--- config.mk ---
export PLATFORM = sky130hd
export DESIGN_NAME = measure_display
export DESIGN_NICKNAME = d
export VERILOG_FILES = /design/src/rtl/measure_display_pkg.sv /design/src/rtl/measure_display_seg7_decode.sv /design/src/rtl/measure_display.sv
export SDC_FILE = /design/constraint.sdc
export NUM_CORES = 1
export LEC_CHECK = 0
export CORE_ASPECT_RATIO = 1.5
export CORE_MARGIN = 2
export CORE_UTILIZATION = 23
export DETAILED_ROUTE_END_ITERATION = 10
export PLACE_DENSITY = 0.49
export SETUP_SLACK_MARGIN = 0.02
export SLEW_MARGIN = 15
export SYNTH_ARGS = -nofsm -noshare
export SYNTH_HDL_FRONTEND = slang
export SYNTH_SLANG_ARGS = --single-unit
--- constraint.sdc ---
create_clock -name clock -period 3.4 [get_ports clock]
set_clock_uncertainty 0.1 [all_clocks]
set_input_delay 0.68 -clock clock [delete_from_list [all_inputs] [get_ports clock]]
set_output_delay 0.68 -clock clock [all_outputs]
set_load 0.1 [all_outputs]
--- src/rtl/measure_display_pkg.sv ---
// Shared constants for the measurement display: segment codes, FSM states and the
// double-dabble step used by the binary-to-BCD engine.
package measure_display_pkg;

  localparam int unsigned MEAS_W = 14;
  localparam int unsigned DIGITS = 5;
  localparam int unsigned BCD_W  = 4 * DIGITS;
  localparam int unsigned SR_W   = BCD_W + MEAS_W;
  localparam int unsigned SHIFTS = MEAS_W;

  // Active-low segments, bit 0 = segment a
  localparam logic [6:0] SEG_0     = 7'b1000000;
  localparam logic [6:0] SEG_1     = 7'b1111001;
  localparam logic [6:0] SEG_2     = 7'b0100100;
  localparam logic [6:0] SEG_3     = 7'b0110000;
  localparam logic [6:0] SEG_4     = 7'b0011001;
  localparam logic [6:0] SEG_5     = 7'b0010010;
  localparam logic [6:0] SEG_6     = 7'b0000010;
  localparam logic [6:0] SEG_7     = 7'b1111000;
  localparam logic [6:0] SEG_8     = 7'b0000000;
  localparam logic [6:0] SEG_9     = 7'b0010000;
  localparam logic [6:0] SEG_BLANK = 7'h7F;
  localparam logic [6:0] SEG_DASH  = 7'b0111111;

  typedef enum logic [1:0] {
    ST_IDLE   = 2'd0,
    ST_SHIFT  = 2'd1,
    ST_UPDATE = 2'd2
  } state_t;

  // One double-dabble iteration: add 3 to every BCD nibble >= 5, then shift {bcd,bin} left.
  function automatic logic [SR_W-1:0] dabble_step(input logic [SR_W-1:0] sr);
    logic [SR_W-1:0] t;
    t = sr;
    for (int i = 0; i < int'(DIGITS); i++) begin
      if (t[MEAS_W + 4*i +: 4] >= 4'd5) begin
        t[MEAS_W + 4*i +: 4] = t[MEAS_W + 4*i +: 4] + 4'd3;
      end
    end
    return {t[SR_W-2:0], 1'b0};
  endfunction

endpackage

--- src/rtl/measure_display_seg7_decode.sv ---
// Digit to active-low seven-segment decoder; codes above 9 show a dash.
module seg7_decode
  import measure_display_pkg::*;
(
  input  logic [3:0] digit_i,
  input  logic       blank_i,
  output logic [6:0] seg_o
);

  always_comb begin
    seg_o = SEG_DASH;
    if (blank_i) begin
      seg_o = SEG_BLANK;
    end else begin
      case (digit_i)
        4'd0:    seg_o = SEG_0;
        4'd1:    seg_o = SEG_1;
        4'd2:    seg_o = SEG_2;
        4'd3:    seg_o = SEG_3;
        4'd4:    seg_o = SEG_4;
        4'd5:    seg_o = SEG_5;
        4'd6:    seg_o = SEG_6;
        4'd7:    seg_o = SEG_7;
        4'd8:    seg_o = SEG_8;
        4'd9:    seg_o = SEG_9;
        default: seg_o = SEG_DASH;
      endcase
    end
  end

endmodule

--- src/rtl/measure_display.sv ---
// Periodically captures the measurement result, converts it to BCD with a serial
// double-dabble engine and drives HEX4..HEX0 (value) and HEX5 (channel).
module measure_display
  import measure_display_pkg::*;
#(
  parameter int unsigned REFRESH_CYCLES = 5_000_000,
  parameter int unsigned NUM_W          = 14
) (
  input  logic             clock,
  input  logic             reset,
  input  logic [NUM_W-1:0] num,
  input  logic [2:0]       measurement,
  input  logic [1:0]       waveSel,
  input  logic             load,
  output logic             busy,
  output logic             done,
  output logic [6:0]       HEX0,
  output logic [6:0]       HEX1,
  output logic [6:0]       HEX2,
  output logic [6:0]       HEX3,
  output logic [6:0]       HEX4,
  output logic [6:0]       HEX5
);

  localparam int unsigned CNT_W = $clog2(REFRESH_CYCLES);

  state_t                  state_q, state_d;
  logic [CNT_W-1:0]        refresh_q, refresh_d;
  logic                    pending_q, pending_d;
  logic [SR_W-1:0]         sr_q, sr_d;
  logic [3:0]              shift_cnt_q, shift_cnt_d;
  logic [2:0]              meas_q, meas_d;
  logic [1:0]              wave_q, wave_d;
  logic                    busy_q, busy_d;
  logic                    done_q, done_d;
  logic [5:0][6:0]         hex_q, hex_d;

  logic                    refresh_hit;
  logic                    trigger;
  logic                    start;
  logic [DIGITS-1:0][3:0]  digit;
  logic [5:0]              blank;
  logic                    lead_zero;
  logic [3:0]              chan_digit;
  logic [5:0][6:0]         seg;

  assign refresh_hit = (refresh_q == CNT_W'(REFRESH_CYCLES - 1));
  assign trigger     = load | refresh_hit;
  assign start       = trigger | pending_q;
  assign refresh_d   = refresh_hit ? '0 : refresh_q + CNT_W'(1);

  // State register plus all datapath registers
  always_ff @(posedge clock) begin
    if (reset) begin
      state_q     <= ST_IDLE;
      refresh_q   <= '0;
      pending_q   <= 1'b0;
      sr_q        <= '0;
      shift_cnt_q <= '0;
      meas_q      <= '0;
      wave_q      <= '0;
      busy_q      <= 1'b0;
      done_q      <= 1'b0;
      hex_q       <= {6{SEG_BLANK}};
    end else begin
      state_q     <= state_d;
      refresh_q   <= refresh_d;
      pending_q   <= pending_d;
      sr_q        <= sr_d;
      shift_cnt_q <= shift_cnt_d;
      meas_q      <= meas_d;
      wave_q      <= wave_d;
      busy_q      <= busy_d;
      done_q      <= done_d;
      hex_q       <= hex_d;
    end
  end

  always_comb begin
    state_d = state_q;
    case (state_q)
      ST_IDLE:   if (start) state_d = ST_SHIFT;
      ST_SHIFT:  if (shift_cnt_q == 4'(SHIFTS - 1)) state_d = ST_UPDATE;
      ST_UPDATE: state_d = ST_IDLE;
      default:   state_d = ST_IDLE;
    endcase
  end

  // Register next-values for each state; triggers while converting merge into pending
  always_comb begin
    pending_d   = pending_q;
    sr_d        = sr_q;
    shift_cnt_d = shift_cnt_q;
    meas_d      = meas_q;
    wave_d      = wave_q;
    busy_d      = busy_q;
    done_d      = 1'b0;
    hex_d       = hex_q;
    case (state_q)
      ST_IDLE: begin
        if (start) begin
          sr_d        = {BCD_W'(0), MEAS_W'(num)};
          meas_d      = measurement;
          wave_d      = waveSel;
          shift_cnt_d = '0;
          busy_d      = 1'b1;
          pending_d   = 1'b0;
        end
      end
      ST_SHIFT: begin
        sr_d        = dabble_step(sr_q);
        shift_cnt_d = shift_cnt_q + 4'd1;
        pending_d   = pending_q | trigger;
      end
      ST_UPDATE: begin
        hex_d     = seg;
        done_d    = 1'b1;
        busy_d    = 1'b0;
        pending_d = pending_q | trigger;
      end
      default: begin
        pending_d = pending_q | trigger;
      end
    endcase
  end

  assign digit = sr_q[SR_W-1 -: BCD_W];

  // Leading-zero blanking from HEX4 down to HEX1; a zero measurement mode blanks everything
  always_comb begin
    blank     = '0;
    lead_zero = 1'b1;
    for (int i = DIGITS - 1; i >= 1; i--) begin
      lead_zero = lead_zero & (digit[i] == 4'd0);
      blank[i]  = (meas_q == 3'd0) | lead_zero;
    end
    blank[0] = (meas_q == 3'd0);
    blank[5] = (meas_q == 3'd0);
  end

  always_comb begin
    chan_digit = 4'hF;
    case (wave_q)
      2'd0:    chan_digit = 4'd1;
      2'd1:    chan_digit = 4'd2;
      default: chan_digit = 4'hF;
    endcase
  end

  for (genvar g = 0; g < int'(DIGITS); g++) begin : g_digit
    seg7_decode u_dec (
      .digit_i (digit[g]),
      .blank_i (blank[g]),
      .seg_o   (seg[g])
    );
  end

  seg7_decode u_dec_chan (
    .digit_i (chan_digit),
    .blank_i (blank[5]),
    .seg_o   (seg[5])
  );

  assign busy = busy_q;
  assign done = done_q;
  assign HEX0 = hex_q[0];
  assign HEX1 = hex_q[1];
  assign HEX2 = hex_q[2];
  assign HEX3 = hex_q[3];
  assign HEX4 = hex_q[4];
  assign HEX5 = hex_q[5];

endmodule

==> impl_metrics.prom, run 1 <==
# TYPE chip_impl_metric gauge
chip_impl_info{name="worst_hold_path_type",value="register to register"} 1
chip_impl_metric{name="total_congestion_overflow",unit=""} 0
chip_impl_metric{name="first_global_vias",unit=""} 5841
chip_impl_metric{name="core_area",unit="um^2"} 30200
chip_impl_metric{name="cts.clk_slew.worst_paths",unit="ns"} 0.06
chip_impl_metric{name="preCtsSetupSlack",unit="ns"} 0.364
chip_impl_info{name="crit_type",value="register to register"} 1
chip_impl_metric{name="clock_latency",unit="ns"} 0.44
chip_impl_metric{name="dp_hpwl",unit="um"} 12400
chip_impl_metric{name="max-clock-path-buffers",unit=""} 2
chip_impl_metric{name="switching_power_share_of_the_total",unit="%"} 23.3
chip_impl_info{name="clock_tree_from_tritoncts",value="built"} 1
chip_impl_metric{name="drt-pass1-iter-count",unit=""} 4
chip_impl_metric{name="data_arrival_critical_path",unit="ns"} 3.26
chip_impl_metric{name="setup_violations",unit=""} 0
chip_impl_info{name="cts.root.buffer_cell",value="clkbuf_16"} 1
chip_impl_metric{name="yosysSeqAreaShare",unit="%"} 41.6
chip_impl_metric{name="dieArea",unit="um^2"} 32000
chip_impl_info{name="timing.critical_path.max_delay_family",value="simple AND/OR/NAND/NOR gates"} 1
chip_impl_info{name="dominantRegCellSynth",value="dfxtp_1"} 1
chip_impl_info{name="synth.area.top_cells",value="dfxtp_1 42%, ha_1 7.3%, nor2_1 5.7%"} 1
chip_impl_metric{name="hold_violations",unit=""} 0
chip_impl_info{name="cell_type_contributing_the_most_total_cell_area_after_synthesis",value="dfxtp_1"} 1
chip_impl_metric{name="die_w",unit="um"} 147
chip_impl_metric{name="synth_enable_flop_cells",unit=""} 0
chip_impl_info{name="worstSetupStartpointType",value="register"} 1
chip_impl_metric{name="nNetsFinal",unit=""} 938
chip_impl_metric{name="cp_peak_stage_delay",unit="ns"} 0.51
chip_impl_metric{name="synth_area_per_cell",unit="um^2"} 8.66
chip_impl_metric{name="detailedRoute.firstIterationViolations",unit=""} 267
chip_impl_metric{name="cp_data_required_time",unit="ns"} 3.61
chip_impl_metric{name="cp_num_buf_inv",unit=""} 1
chip_impl_metric{name="post-route-min-period",unit="ns"} 3.05
chip_impl_metric{name="comb_power_share",unit="%"} 5.3
chip_impl_metric{name="clock_sink_count",unit=""} 146
chip_impl_metric{name="route.detailed.vias_per_inst",unit=""} 4.57
chip_impl_metric{name="portBuffers",unit=""} 65
chip_impl_metric{name="synth-warning-count",unit=""} 0
chip_impl_metric{name="seq_power_share",unit="%"} 45.5
chip_impl_metric{name="htree_num_levels",unit=""} 4
chip_impl_metric{name="clockPowerShare",unit="%"} 49.2
chip_impl_metric{name="grt_first_pass_wirelength",unit="um"} 29100
chip_impl_metric{name="final_core_utilization",unit="%"} 28.8
chip_impl_metric{name="max-slew-margin-rel",unit="%"} 32.4
chip_impl_metric{name="area_delta_synth_final",unit="%"} 23.7
chip_impl_metric{name="fin_hold_ws",unit="ns"} 0.337
chip_impl_metric{name="synth.net_count",unit=""} 875
chip_impl_metric{name="power_report.internal_total",unit="mW"} 2.97
chip_impl_metric{name="synth-seq-cells",unit=""} 146
chip_impl_metric{name="number_of_antenna_violations_at_the_first_check_in_global_routing",unit=""} 0
chip_impl_info{name="unrepaired_setup_endpoints_after_global_routing",value="no"} 1
chip_impl_metric{name="design.portCount",unit=""} 66
chip_impl_metric{name="post_drt_wl_per_cell",unit="um"} 13.7
chip_impl_metric{name="residual_drc",unit=""} 0
chip_impl_metric{name="rrSetupSlack",unit="ns"} 0.35
chip_impl_metric{name="post_route_cells_drive_above_1_share",unit="%"} 15.4
chip_impl_metric{name="maximum_number_of_pins_on_one_net_before_global_route_repair",unit=""} 69
chip_impl_metric{name="antenna_cells_inserted",unit=""} 0
chip_impl_metric{name="drt.antenna.violating_nets",unit=""} 0
chip_impl_metric{name="report.final.slew_viol_count",unit=""} 0
chip_impl_metric{name="route.final.wire_length",unit="um"} 17600
chip_impl_metric{name="setup_ws",unit="ns"} 0.351
chip_impl_metric{name="post_synth_inst_count",unit=""} 812
chip_impl_metric{name="netSwitchingPower",unit="mW"} 0.901
chip_impl_metric{name="numCtsBuffers",unit=""} 17
chip_impl_metric{name="worst_ir_drop_vdd",unit="mV"} 0.368
chip_impl_info{name="worstPathCellList",value="or4b_1 -> or4_1 -> or2_1 -> a21oi_1 -> nor2_1 -> inv_1 -> ha_1 -> nor4_1 -> a211oi_1"} 1
chip_impl_metric{name="ys_async_sr_fraction",unit="%"} 0
chip_impl_metric{name="total_leakage_power",unit="nW"} 3.19
chip_impl_info{name="status",value="complete, no violations"} 1
chip_impl_metric{name="postCtsResizedCells",unit=""} 0
chip_impl_metric{name="achievable-frequency",unit="MHz"} 328
chip_impl_metric{name="grt_util_all_layers",unit="%"} 11.4
chip_impl_metric{name="yosys.area.top_type_share",unit="%"} 41.6
chip_impl_metric{name="post_synth_instance_area",unit="um^2"} 7030
chip_impl_metric{name="netlist-cell-type-count",unit=""} 59
chip_impl_info{name="crit_path_end_kind",value="register"} 1
chip_impl_metric{name="power-per-cell-area",unit="nW/um^2"} 445
chip_impl_metric{name="via_count",unit=""} 5886
chip_impl_metric{name="maximum_net_fanout_on_the_critical_path",unit=""} 5
chip_impl_info{name="crit_slowest_cell",value="or4b_1"} 1
chip_impl_metric{name="layout.filler_cells",unit=""} 3198
chip_impl_metric{name="finalCritPeriodShare",unit="%"} 89.7
chip_impl_metric{name="worst_slew_pin_slew",unit="ns"} 1.00
chip_impl_metric{name="cap_viol_max_count",unit=""} 0
chip_impl_metric{name="setup_total_negative_slack",unit="ns"} 0
chip_impl_metric{name="holdBufCountCts",unit=""} 0
chip_impl_metric{name="row_count",unit=""} 78
chip_impl_metric{name="floorplan.initialDensity",unit="%"} 23.3
chip_impl_metric{name="fp.dieH",unit="um"} 218
chip_impl_metric{name="post_cts_buffers",unit=""} 0
chip_impl_metric{name="place_congestion",unit=""} 0.794
[through the flow]
step           instance area (um^2)  total power, mW  instances
3_5_place_dp                   8110             2.01       1256
5_1_grt                        8700             4.03       1288
6_report                       8700             3.87       1288
4_1_cts                        8700             3.94       1288
2_1_floorplan                  7030             1.93        812
3_3_place_gp                   8110             2.01       1256
[cell type report]
class                           instances  area (um^2)  share of cell area [%]
Clock buffer                           18          429                    4.93
Clock inverter                         14          163                    1.87
Inverter                               40          150                    1.73
Multi-Input combinational cell        572         3720                    42.8
Sequential cell                       146         2920                    33.6
Tap cell                              400          500                    5.75
Timing Repair Buffer                   98          811                    9.32
[Yosys cell counts (all sizes together), types with 14 or more instances]
library cell,number
a21oi,22
nor3,14
nand3,18
a211oi,21
nor2,111
ha,41
nand2,92
dfxtp,146
o21ai,30
inv,39
xnor2,15
clkbuf,42
o22ai,28
nor4,18
[power groups by stage]
stage / sequential [mW] / combinational (mW) / clock, mW
after floorplan: 1.80 / 0.129 / 0
after global placement: 1.80 / 0.208 / 0
after detailed placement: 1.80 / 0.209 / 0
after CTS: 1.76 / 0.209 / 1.97
after global routing: 1.76 / 0.228 / 2.04
final: 1.76 / 0.205 / 1.90
[path summary, 6_finish.rpt]
kind,endpoint,cells after the start,startpoint
setup reg to reg,register,9,refresh_q[13]
hold / removal,HEX4[1],2,register
hold reg to reg,HEX4[1],2,register
setup / recovery,register,9,refresh_q[13]
[kinds of logic (layout without fill, tap and decap cells)]
logic type	count (synthesis)	after routing	synth area share, %
DFF	146	146	41.6
xor gates and xnor gates	24	24	2.99
buffers and inverters	94	170	5.53
muxes	15	15	2.21
adders and majority gates	41	41	7.30
and+or+nand+nor	298	298	20.1
AOI/OAI and AO/OA	194	194	20.3
[routing by layer]
| metal | part of all wire, % | GRT usage, % |
|---|---|---|
| met3 | 2.3 | 2.19 |
| met2 | 53 | 21.0 |
| met1 | 42 | 12.3 |
| met4 | 2.4 | 5.83 |
| met5 | 0 | 0 |
[cells in the final DEF (no fill, tap or decap), types with 6 or more instances in the layout]
master | Yosys | final
xor2_1 | 9 | 9
clkdlybuf4s50_1 | 0 | 20
dfxtp_1 | 146 | 146
o2111ai_1 | 10 | 10
o31ai_1 | 8 | 8
a21oi_1 | 22 | 22
nand2_1 | 92 | 92
a31oi_1 | 11 | 11
o22ai_1 | 28 | 28
clkbuf_16 | 0 | 17
a311oi_1 | 8 | 8
a21o_1 | 10 | 10
o21ai_0 | 24 | 24
a211oi_1 | 21 | 21
nor4_1 | 18 | 18
nand3_1 | 18 | 18
mux2i_1 | 11 | 11
o21ai_1 | 6 | 6
nor3_1 | 14 | 14
o2111a_1 | 10 | 10
xnor2_1 | 15 | 15
nor2_1 | 106 | 106
buf_4 | 3 | 76
ha_1 | 41 | 41
inv_1 | 39 | 38
and3_1 | 6 | 6
[worst min-delay path, stage by stage, from the launching register on]
cell	delay, ns
dfxtp_1	0.30
o22ai_1	0.05
nand2_1	0.05
No activity file was read; power rests on OpenSTA's default activity.
==> run 2, diff against run 1 <==
--- a/config.mk
+++ b/config.mk
@@ -9,7 +9,8 @@
 export CORE_MARGIN = 2
 export CORE_UTILIZATION = 23
 export DETAILED_ROUTE_END_ITERATION = 10
-export PLACE_DENSITY = 0.49
+export GPL_ROUTABILITY_DRIVEN = 0
+export PLACE_DENSITY = 0.46
 export SETUP_SLACK_MARGIN = 0.02
 export SLEW_MARGIN = 15
 export SYNTH_ARGS = -nofsm -noshare
==> impl_metrics.prom, run 2 (synthesis results as in run 1) <==
# TYPE chip_impl_metric gauge
chip_impl_info{name="status",value="complete, no violations"} 1
chip_impl_metric{name="route.final.wire_length",unit="um"} 18100
chip_impl_metric{name="detailedRoute.firstIterationViolations",unit=""} 296
chip_impl_metric{name="htree_num_levels",unit=""} 4
chip_impl_metric{name="post-route-min-period",unit="ns"} 3.05
chip_impl_metric{name="core_area",unit="um^2"} 30200
chip_impl_metric{name="cp_data_required_time",unit="ns"} 3.61
chip_impl_metric{name="comb_power_share",unit="%"} 5.7
chip_impl_metric{name="drt.antenna.violating_nets",unit=""} 0
chip_impl_metric{name="maximum_net_fanout_on_the_critical_path",unit=""} 5
chip_impl_metric{name="via_count",unit=""} 5882
chip_impl_metric{name="power-per-cell-area",unit="nW/um^2"} 434
chip_impl_metric{name="fp.dieH",unit="um"} 218
chip_impl_metric{name="dieArea",unit="um^2"} 32000
chip_impl_info{name="worstSetupStartpointType",value="register"} 1
chip_impl_metric{name="netSwitchingPower",unit="mW"} 0.891
chip_impl_metric{name="rrSetupSlack",unit="ns"} 0.35
chip_impl_metric{name="portBuffers",unit=""} 65
chip_impl_metric{name="route.detailed.vias_per_inst",unit=""} 4.58
chip_impl_info{name="unrepaired_setup_endpoints_after_global_routing",value="no"} 1
chip_impl_info{name="clock_tree_from_tritoncts",value="built"} 1
chip_impl_metric{name="achievable-frequency",unit="MHz"} 328
chip_impl_metric{name="report.final.slew_viol_count",unit=""} 0
chip_impl_metric{name="data_arrival_critical_path",unit="ns"} 3.26
chip_impl_info{name="layout_commonest_cell",value="dfxtp_1"} 1
chip_impl_metric{name="total_congestion_overflow",unit=""} 0
chip_impl_metric{name="layout.filler_cells",unit=""} 3193
chip_impl_metric{name="grt_util_all_layers",unit="%"} 11.7
chip_impl_metric{name="nNetsFinal",unit=""} 935
chip_impl_metric{name="dp_hpwl",unit="um"} 12700
chip_impl_metric{name="post-route-cell-area",unit="um^2"} 8630
chip_impl_metric{name="clockPowerShare",unit="%"} 47.4
chip_impl_metric{name="number_of_antenna_violations_at_the_first_check_in_global_routing",unit=""} 0
chip_impl_metric{name="setup_total_negative_slack",unit="ns"} 0
chip_impl_metric{name="placement.cell_area",unit="um^2"} 8090
chip_impl_metric{name="holdBufCountCts",unit=""} 0
chip_impl_metric{name="finalCritPeriodShare",unit="%"} 89.7
chip_impl_info{name="cts.root.buffer_cell",value="clkbuf_16"} 1
chip_impl_metric{name="post_cts_buffers",unit=""} 0
chip_impl_metric{name="count_of_cells_along_the_worst_hold_path",unit=""} 2
chip_impl_metric{name="postCtsResizedCells",unit=""} 0
chip_impl_metric{name="numCtsBuffers",unit=""} 17
chip_impl_metric{name="worst_ir_drop_vdd",unit="mV"} 0.349
chip_impl_metric{name="worst_slew_pin_slew",unit="ns"} 0.969
chip_impl_metric{name="post_drt_wl_per_cell",unit="um"} 14.1
chip_impl_info{name="mostFrequentLayoutCells",value="146 x dfxtp_1, 106 x nor2_1, 92 x nand2_1, 73 x buf_4, 41 x ha_1"} 1
chip_impl_info{name="crit_path_end_kind",value="register"} 1
chip_impl_metric{name="clock_sink_count",unit=""} 146
chip_impl_info{name="crit-reg2reg-launch",value="refresh_q[13]"} 1
chip_impl_metric{name="die_w",unit="um"} 147
chip_impl_metric{name="antenna_cells_inserted",unit=""} 0
chip_impl_metric{name="row_count",unit=""} 78
chip_impl_metric{name="maximum_number_of_pins_on_one_net_before_global_route_repair",unit=""} 60
chip_impl_info{name="end_point_of_the_most_critical_hold_path",value="HEX1[1]"} 1
chip_impl_metric{name="total_leakage_power",unit="nW"} 3.17
chip_impl_metric{name="max-slew-margin-rel",unit="%"} 34.6
chip_impl_metric{name="max-clock-path-buffers",unit=""} 2
chip_impl_metric{name="residual_drc",unit=""} 0
chip_impl_metric{name="hold_violations",unit=""} 0
chip_impl_info{name="worst_hold_path_type",value="register to register"} 1
chip_impl_metric{name="drt-pass1-iter-count",unit=""} 4
chip_impl_metric{name="cts.clk_slew.worst_paths",unit="ns"} 0.06
chip_impl_metric{name="design.portCount",unit=""} 66
chip_impl_metric{name="switching_power_share_of_the_total",unit="%"} 23.8
chip_impl_info{name="crit_type",value="register to register"} 1
chip_impl_metric{name="clock_latency",unit="ns"} 0.44
chip_impl_metric{name="power_report.internal_total",unit="mW"} 2.85
chip_impl_metric{name="seq_power_share",unit="%"} 47.0
chip_impl_metric{name="first_global_vias",unit=""} 5882
chip_impl_metric{name="cap_viol_max_count",unit=""} 0
chip_impl_metric{name="grt_first_pass_wirelength",unit="um"} 29700
chip_impl_metric{name="post_route_cells_drive_above_1_share",unit="%"} 15.0
chip_impl_metric{name="worst_r2r_path_depth",unit=""} 9
chip_impl_metric{name="floorplan.initialDensity",unit="%"} 23.3
chip_impl_metric{name="area_delta_synth_final",unit="%"} 22.8
chip_impl_metric{name="setup_violations",unit=""} 0
run 2: through the flow:
stage          instances  utilization, %  worst slack [ns]  power [mW]  hold slack [ns]
2_1_floorplan        812               -             0.545        1.93            0.318
3_3_place_gp        1253            26.8             0.397        2.01            0.320
3_5_place_dp        1253            26.8             0.351        2.01            0.328
4_1_cts             1284            28.6             0.332        3.82            0.343
5_1_grt             1284            28.6            0.0913        3.91            0.365
6_report            1284            28.6             0.349        3.75            0.341
run 2: area by class of cell:
| cell class | count | area [um^2] | share of cell area, % |
|---|---|---|---|
| Multi-Input combinational cell | 572 | 3730 | 43.2 |
| Sequential cell | 146 | 2920 | 33.9 |
| Timing Repair Buffer | 95 | 788 | 9.13 |
| Tap cell | 400 | 500 | 5.80 |
| Clock buffer | 21 | 460 | 5.33 |
| Inverter | 40 | 150 | 1.74 |
| Clock inverter | 10 | 86.3 | 1.00 |
run 2: layer usage:
| metal | global-route usage [%] | share of wire [%] |
|---|---|---|
| met1 | 13.2 | 44 |
| met2 | 21.1 | 52 |
| met3 | 2.59 | 2.3 |
| met4 | 5.37 | 2.0 |
| met5 | 0 | 0 |
run 2: power by group through the flow:
stage,logic (mW),clock network [mW],registers (mW)
final,0.213,1.77,1.76
after global routing,0.236,1.91,1.76
after CTS,0.217,1.84,1.76
after detailed placement,0.216,0,1.80
after global placement,0.216,0,1.80
after floorplan,0.129,0,1.80
run 2: worst max-delay path by stage:
stage	from	endpoint	slack [ns]	depth (start not counted)
3_5_place_dp	load	register	0.35	9
6_report	refresh_q[13]	register	0.35	9
5_1_grt	refresh_q[13]	register	0.09	9
4_1_cts	refresh_q[13]	register	0.33	9
2_1_floorplan	refresh_q[13]	register	0.55	11
3_3_place_gp	load	register	0.40	9
run 2: worst max-delay path, stage by stage, from the launching register on:
cell	delay (ns)
dfxtp_1	0.34
or4b_1	0.51
or4_1	0.42
or2_1	0.36
a21oi_1	0.31
nor2_1	0.12
inv_1	0.15
ha_1	0.25
nor4_1	0.28
a211oi_1	0.08
